## src/rtl/lcd_region_sched.sv

```systemverilog
// Round-robin scheduler that lends one frame-memory address generator to NREQ
// requesters, streaming each winner's [begin, end) region under valid/ready.
module lcd_region_sched #(
    parameter int ADDR_WIDTH = 17,
    parameter int NREQ       = 3
) (
    input  logic                         clk,
    input  logic                         rstn,
    input  logic [NREQ-1:0]              req,
    input  logic [NREQ*ADDR_WIDTH-1:0]   req_begin,
    input  logic [NREQ*ADDR_WIDTH-1:0]   req_end,
    output logic [NREQ-1:0]              grant,
    output logic [NREQ-1:0]              done,
    output logic                         busy,
    output logic                         addr_valid,
    output logic [ADDR_WIDTH-1:0]        addr,
    input  logic                         addr_ready
);

    localparam int IW = (NREQ > 1) ? $clog2(NREQ) : 1;

    typedef enum logic [1:0] {
        S_IDLE = 2'd0,
        S_RUN  = 2'd1,
        S_DONE = 2'd2
    } state_t;

    state_t                state_q, state_d;
    logic [NREQ-1:0]       grant_q, grant_d;
    logic [NREQ-1:0]       mask_q, mask_d;
    logic [IW-1:0]         owner_q, owner_d;
    logic [IW-1:0]         ptr_q, ptr_d;
    logic [ADDR_WIDTH-1:0] cnt_q, cnt_d;
    logic [ADDR_WIDTH-1:0] end_q, end_d;
    logic                  empty_q, empty_d;

    logic [NREQ-1:0]       req_eff;
    logic                  win_found;
    logic [IW-1:0]         win_idx;
    logic [ADDR_WIDTH-1:0] win_begin;
    logic [ADDR_WIDTH-1:0] win_end;
    logic [ADDR_WIDTH-1:0] last_addr;

    // The requester that just finished is masked only for the first IDLE cycle after DONE.
    always_comb begin
        req_eff   = req & ~mask_q;
        win_found = 1'b0;
        win_idx   = '0;
        for (int i = 1; i <= NREQ; i++) begin
            if (!win_found && req_eff[(int'(ptr_q) + i) % NREQ]) begin
                win_found = 1'b1;
                win_idx   = IW'((int'(ptr_q) + i) % NREQ);
            end
        end
        win_begin = req_begin[int'(win_idx)*ADDR_WIDTH +: ADDR_WIDTH];
        win_end   = req_end[int'(win_idx)*ADDR_WIDTH +: ADDR_WIDTH];
        last_addr = end_q - ADDR_WIDTH'(1);
    end

    always_ff @(posedge clk or negedge rstn) begin
        if (!rstn) begin
            state_q <= S_IDLE;
            grant_q <= '0;
            mask_q  <= '0;
            owner_q <= '0;
            ptr_q   <= IW'(NREQ - 1);
            cnt_q   <= '0;
            end_q   <= '0;
            empty_q <= 1'b0;
        end else begin
            state_q <= state_d;
            grant_q <= grant_d;
            mask_q  <= mask_d;
            owner_q <= owner_d;
            ptr_q   <= ptr_d;
            cnt_q   <= cnt_d;
            end_q   <= end_d;
            empty_q <= empty_d;
        end
    end

    always_comb begin
        state_d = state_q;
        grant_d = grant_q;
        mask_d  = '0;
        owner_d = owner_q;
        ptr_d   = ptr_q;
        cnt_d   = cnt_q;
        end_d   = end_q;
        empty_d = empty_q;
        case (state_q)
            S_IDLE: begin
                if (win_found) begin
                    state_d = S_RUN;
                    grant_d = NREQ'(1) << win_idx;
                    owner_d = win_idx;
                    cnt_d   = win_begin;
                    end_d   = win_end;
                    empty_d = (win_end <= win_begin);
                end
            end
            S_RUN: begin
                // A dropped request abandons the burst silently; ptr still advances.
                if ((req & grant_q) == '0) begin
                    state_d = S_IDLE;
                    grant_d = '0;
                    ptr_d   = owner_q;
                end else if (empty_q) begin
                    state_d = S_DONE;
                end else if (addr_ready) begin
                    if (cnt_q == last_addr) begin
                        state_d = S_DONE;
                    end else begin
                        cnt_d = cnt_q + ADDR_WIDTH'(1);
                    end
                end
            end
            S_DONE: begin
                state_d = S_IDLE;
                grant_d = '0;
                ptr_d   = owner_q;
                mask_d  = grant_q;
            end
            default: begin
                state_d = S_IDLE;
                grant_d = '0;
            end
        endcase
    end

    always_comb begin
        grant      = grant_q;
        busy       = (state_q != S_IDLE);
        addr_valid = (state_q == S_RUN) && !empty_q;
        addr       = (state_q == S_RUN) ? cnt_q : '0;
        done       = (state_q == S_DONE) ? grant_q : '0;
    end

endmodule

```

## config.mk

```make
export PLATFORM = sky130hd
export DESIGN_NAME = lcd_region_sched
export DESIGN_NICKNAME = d
export VERILOG_FILES = /design/src/rtl/lcd_region_sched.sv
export SDC_FILE = /design/constraint.sdc
export NUM_CORES = 1
export LEC_CHECK = 0
export ABC_CLOCK_PERIOD_IN_PS = 5800
export CORE_ASPECT_RATIO = 0.6
export CORE_MARGIN = 10
export CORE_UTILIZATION = 45
export DETAILED_ROUTE_END_ITERATION = 8
export DONT_BUFFER_PORTS = 1
export GPL_TIMING_DRIVEN = 0
export SLEW_MARGIN = 5
export SYNTH_ARGS = -nofsm -noshare
export SYNTH_HDL_FRONTEND = slang
export SYNTH_SLANG_ARGS = --single-unit
export TNS_END_PERCENT = 100
```

## constraint.sdc

```tcl
create_clock -name clk -period 5.8 [get_ports clk]
set_input_delay 0.87 -clock clk [delete_from_list [all_inputs] [get_ports clk]]
set_output_delay 0.87 -clock clk [all_outputs]
set_load 0.01 [all_outputs]
```

# Word level (Yosys, flattened, before mapping)
# Index checks and enable logic that the tools add are counted.
# word_totals
out_inout_bits,25
regBits,47
inputBits,108
word_cells,88
# classes
div_mod_pow,3
n_eq_ne,11
mux,34
bitwise_logic,3
order_cmp,4
add_sub_neg,5
n_reduce_logical,16
n_mul,1
n_shift,3
# ops
cell,count
two-way mux 17 bit,6
< comparator 32 x 4 -> 1 bit (second input constant),3
modulo 32 x 3 -> 32 bit (second input constant),3
indexed part select 51 x 32 -> 17 bit,1
indexed part select 51 x 8 -> 17 bit,1
one-hot mux 17 bit (2 select lines),1
two-way mux 2 bit,9
adder 17 x 1 -> 17 bit (second input constant),1
equality test 17 bit,1
less-or-equal comparator 17 bit,1
subtractor 17 x 1 -> 17 bit (second input constant),1
!= test 2 bit (second input constant),6
two-way mux 1 bit,9
two-way mux 3 bit,3
!= test 4 bit (second input constant),2
one-hot mux 2 bit (2 select lines),2
multiplier 2 x 5 -> 7 bit (second input constant),1
adder 2 x 2 -> 3 bit (second input constant),2
bitwise AND 3 bit,2
binary-select mux 1 bit (select 2 bit),3
one-hot mux 3 bit (2 select lines),1
AND reduction 2 bit,3
AND reduction 6 bit,1
nonzero test 2 bit,3
other kinds (10),14

# Longest topological paths before layout
# depth
word_depth,16
mapped_depth,21

# Worst setup path before layout
# No wires, ideal clock.
# synth_path
path_kind,register -> register
start,register ptr_q[1]
end,register empty_q
setup_ns,0.065
slack_ns,1.589
path_stages_with_launch,21
t_arrival_ns,4.146
period_less_slack_ns,4.211
required_time_ns,5.735
cell_sequence,dfstp_2 > ha_1 > clkbuf_1 > or3b_2 > a21oi_1 > nor3_1 > o2bb2ai_2 > buf_2 > buf_2 > mux2i_1 > nand2_1 > o21ai_0 > ha_1 > nor2b_1 > o21a_1 > o21a_1 > o21a_1 > o21ai_0 > a21oi_1 > o21ai_0 > mux2_2
# synth_via
elab_chain_len,15
# synth_lines
item,line_no,text
start: declaration,32,"logic [IW-1:0] ptr_q, ptr_d;"
start signal: assignment,66,ptr_q <= IW'(NREQ - 1);
start signal: assignment,75,ptr_q <= ptr_d;
adder 2 x 1 -> 3 bit,"50, 52",
modulo 32 x 3 -> 32 bit,"50, 52",
binary-select mux 1 bit (select 2 bit),50,if (!win_found && req_eff[(int'(ptr_q) + i) % NREQ]) begin
two-way mux 1 bit (implied by the code) (2 in a row),50,
two-way mux 1 bit,50,
zero test 1 bit,50,
logical AND 1 bit,50,
two-way mux 1 bit,50,
zero test 1 bit,50,
logical AND 1 bit,50,
two-way mux 2 bit,50,
multiplier 2 x 5 -> 7 bit,"55, 56",
indexed part select 51 x 8 -> 17 bit or indexed part select 51 x 32 -> 17 bit (tied branches),"56, 55",
less-or-equal comparator 17 bit,99,empty_d = (win_end <= win_begin);
end signal: assignment,78,empty_q <= empty_d;
end: declaration,35,"logic empty_q, empty_d;"
# Several ways; a longest one is shown, not always the timed one. The select of a mux whose other input is x is not followed.
# A chain may end at the register's enable or synchronous reset.

# Worst setup path in the final report
# Ends and elaborated chain as after synthesis.

==> flow_summary.ini <==
[cts]
cts.sink_count = 47
cts-htree-levels = 2
post_cts_resize_count = 0
clk-insertion-delay-late_ns = 0.29
cts-root-buf = sky130_fd_sc_hd__clkbuf_16
clock_path_buffers = 2
cts.repair_timing.setup_buffer_count = 0
cts.clk_slew.worst_paths_ns = 0.07
cts-hold-fix-buffers = 0
cts_made_buffers = 5
tritoncts_clock_tree = done

[critical_path]
reg2reg_slack_ns = 0.42
ff2ff_path_depth = 20
cp_cell_sequence = ha_1 -> clkbuf_1 -> or3b_2 -> a21oi_1 -> nor3_1 -> o2bb2ai_2 -> buf_2 -> buf_2 -> mux2i_1 -> nand2_1 -> o21ai_0 -> ha_1 -> nor2b_1 -> o21a_1 -> o21a_1 -> o21a_1 -> o21ai_0 -> a21oi_1 -> o21ai_0 -> mux2_2
timing.critical_path.from_type = flop
worst_ep_arrival_time_ns = 5.61
critical_path.startpoint = ptr_q[1]$_DFFE_PN1P_
setup.worst_path.class = reg -> reg
critical-path-max-stage-delay_ns = 0.64
worst_ep_required_time_ns = 6.03
critical_path.endpoint_type = flop
timing.rr.start = ptr_q[1]$_DFFE_PN1P_
crit_slowest_cell = sky130_fd_sc_hd__o2bb2ai_2
rr_endpoint = empty_q$_DFFE_PN0P_
critical_path.max_fanout = 10

[detailed_routing]
totalWireLength_mm = 15.5
detailroute.via_count = 4048
route.detailed.drc = 0
route.detailed.wl_per_inst_um = 24.4
firstDrtPassIters = 5
drt-vias-per-instance = 6.37
route.antenna.remaining_nets = 0
drt_first_iter_violations = 379

[finish]
antenna-diode-count = 0
final_nets = 635
area.growth.synth_to_final_pct = 7.67
final_layout_size_suffix_gt1_frac = 0.141
post_layout_nonfiller_instances = 635

[synth]
ys_async_sr_fraction = 1.00
post_synth.cell_area_avg_um2 = 8.83
ys_ff_latch = 47
most_used_flip_flop_cell_after_synthesis = sky130_fd_sc_hd__dfrtp_1
synth_area_leaders = sky130_fd_sc_hd__dfrtp_1, sky130_fd_sc_hd__mux2_2, sky130_fd_sc_hd__mux2i_1
synth_enable_flop_cells = 0
post_synth_num_cell_types = 60
yosysTopAreaCell = sky130_fd_sc_hd__dfrtp_1
ys.warnings.count = 0
synthesized_instance_count = 497
yosysSeqAreaShare = 0.268
net_count_synth = 628
synth_top_cell_area_share = 0.262
synth_cell_area_um2 = 4390

[place]
placement.io_buffers = 0
globalplace.congestion = 0.905
place.detailed.instances = 627
hpwl_mm = 12.8

[floorplan]
pin_count = 133
floorplan.rows = 27
starting_density_of_the_core = 0.471
die-area_um2 = 14200
die_h_um = 96.5
die_width_um = 147
core_area_um2 = 9320

[power]
combPwrFrac = 0.743
sequential_cell_fraction_of_total_power = 0.173
p_switching_uw = 2100
total_leakage_power_uw = 0.00204
p_per_area_nw_per_um2 = 868
worst_ir_drop_on_vdd_mv = 0.464
p_int_uw = 2000
clk_pwr_share = 0.084
swShare = 0.512

[global_route]
antenna_found_initial = 0
grt-ovfl-total = 0
global_route_wire_length_before_repair_mm = 23.7
grt_use_total = 0.214
number_of_global_route_vias_before_repair = 4075
grt_max_degree = 48

[sta]
fin_worst_skew_ns = 0.00335
setup_tns_ns = 0
report.final.slew_viol_count = 0
rsz0062_at_grt = no
actual_slew_at_the_worst_max_slew_pin_ns = 1.01
fin_crit_ns = 5.38
slew-limit-headroom = 0.322
fin_crit_sh = 0.927
finalSetupViolCount = 0
max_clock_freq_mhz = 186
final_hold_viol_count = 0

[flow_run]
cap_violations = 0

[run_status]
outcome = complete, no violations

[hold_path]
timing.hold.worst.class = in -> async
routing by layer:
layer,vias up,part of all wire,global-route usage
li1,1867,-,-
met1,1946,0.46,0.291
met2,218,0.40,0.311
met3,17,0.12,0.0900
met4,0,0.012,0.0435
met5,-,0,0
cell usage after synthesis (8+ instances only):
library cell,n
sky130_fd_sc_hd__dfrtp_1,46
sky130_fd_sc_hd__mux2_2,40
sky130_fd_sc_hd__a21oi_1,37
sky130_fd_sc_hd__mux2i_1,35
sky130_fd_sc_hd__nand2_1,32
sky130_fd_sc_hd__nor2_1,32
sky130_fd_sc_hd__o21ai_0,28
sky130_fd_sc_hd__ha_1,23
sky130_fd_sc_hd__clkbuf_1,20
sky130_fd_sc_hd__and2_1,17
sky130_fd_sc_hd__inv_1,14
sky130_fd_sc_hd__xnor2_1,13
sky130_fd_sc_hd__nand3_1,12
sky130_fd_sc_hd__a22o_1,11
sky130_fd_sc_hd__nor3_1,10
sky130_fd_sc_hd__a31oi_1,9
sky130_fd_sc_hd__a2bb2oi_1,8
worst max path at each step:
stage / end / cells past startpoint
floorplan: empty_q$_DFFE_PN0P_ / 20
global placement: empty_q$_DFFE_PN0P_ / 20
detailed placement: empty_q$_DFFE_PN0P_ / 20
CTS: empty_q$_DFFE_PN0P_ / 20
global route: empty_q$_DFFE_PN0P_ / 20
finish: empty_q$_DFFE_PN0P_ / 20
worst max-delay path: cells and delay by family, from the launching register on:
kind | cells | cell delay (ns)
fa+ha+maj | 2 | 0.51
simple gates | 4 | 0.84
flops | 1 | 0.58
buf+inv | 3 | 0.86
compound gates | 9 | 1.95
mux | 2 | 0.57
layout by cell type (no fill, tap or decap), types with 17 or more instances in the layout:
cell / instances
sky130_fd_sc_hd__a21oi_1: 37
sky130_fd_sc_hd__and2_1: 17
sky130_fd_sc_hd__clkbuf_1: 20
sky130_fd_sc_hd__dfrtp_1: 46
sky130_fd_sc_hd__ha_1: 23
sky130_fd_sc_hd__mux2_2: 40
sky130_fd_sc_hd__mux2i_1: 35
sky130_fd_sc_hd__nand2_1: 32
sky130_fd_sc_hd__nor2_1: 32
sky130_fd_sc_hd__o21ai_0: 28
cell families after synthesis:
group	count (synthesis)	share of synthesized area
buf+inv	43	0.0439
flops	47	0.268
simple gates	151	0.186
compound gates	140	0.218
fa+ha+maj	23	0.0656
xor+xnor	18	0.0359
mux	75	0.182
final cells by class:
cell class,instances,area (µm²)
fillers,907,4600
flip-flops and latches,47,1180
well taps,130,163
clock inverters,2,35.0
multi-input cells,407,3020
inverters,14,52.6
clock buffers,6,139
plain buffers,29,140
through the flow:
step | instance area, µm² | hold WS (ns) | worst slack, ns | power, µW | util
3_3_place_gp | 4550 | 0.487 | 0.668 | 3620 | 0.488
5_1_grt | 4720 | 0.259 | 0.118 | 4450 | 0.507
2_1_floorplan | 4390 | 0.443 | 1.59 | 2920 | -
3_5_place_dp | 4550 | 0.490 | 0.501 | 3700 | 0.488
4_1_cts | 4720 | 0.266 | 0.516 | 4050 | 0.507
6_report | 4720 | 0.269 | 0.421 | 4100 | 0.507
flip-flops by register name, indices dropped and copies added (netlist names):
register and flops:
cnt_q 17, empty_q 1, end_q 17, grant 3, mask_q 3, owner_q 2, ptr_q 2, state_q 2
power groups by stage:
stage | clock [µW] | sequential (µW) | combinational [µW]
2_1_floorplan | 0 | 635 | 2280
3_3_place_gp | 0 | 699 | 2920
3_5_place_dp | 0 | 705 | 2990
4_1_cts | 348 | 699 | 3010
5_1_grt | 365 | 730 | 3360
6_report | 345 | 710 | 3050
Power figures use the tool's default switching activity.
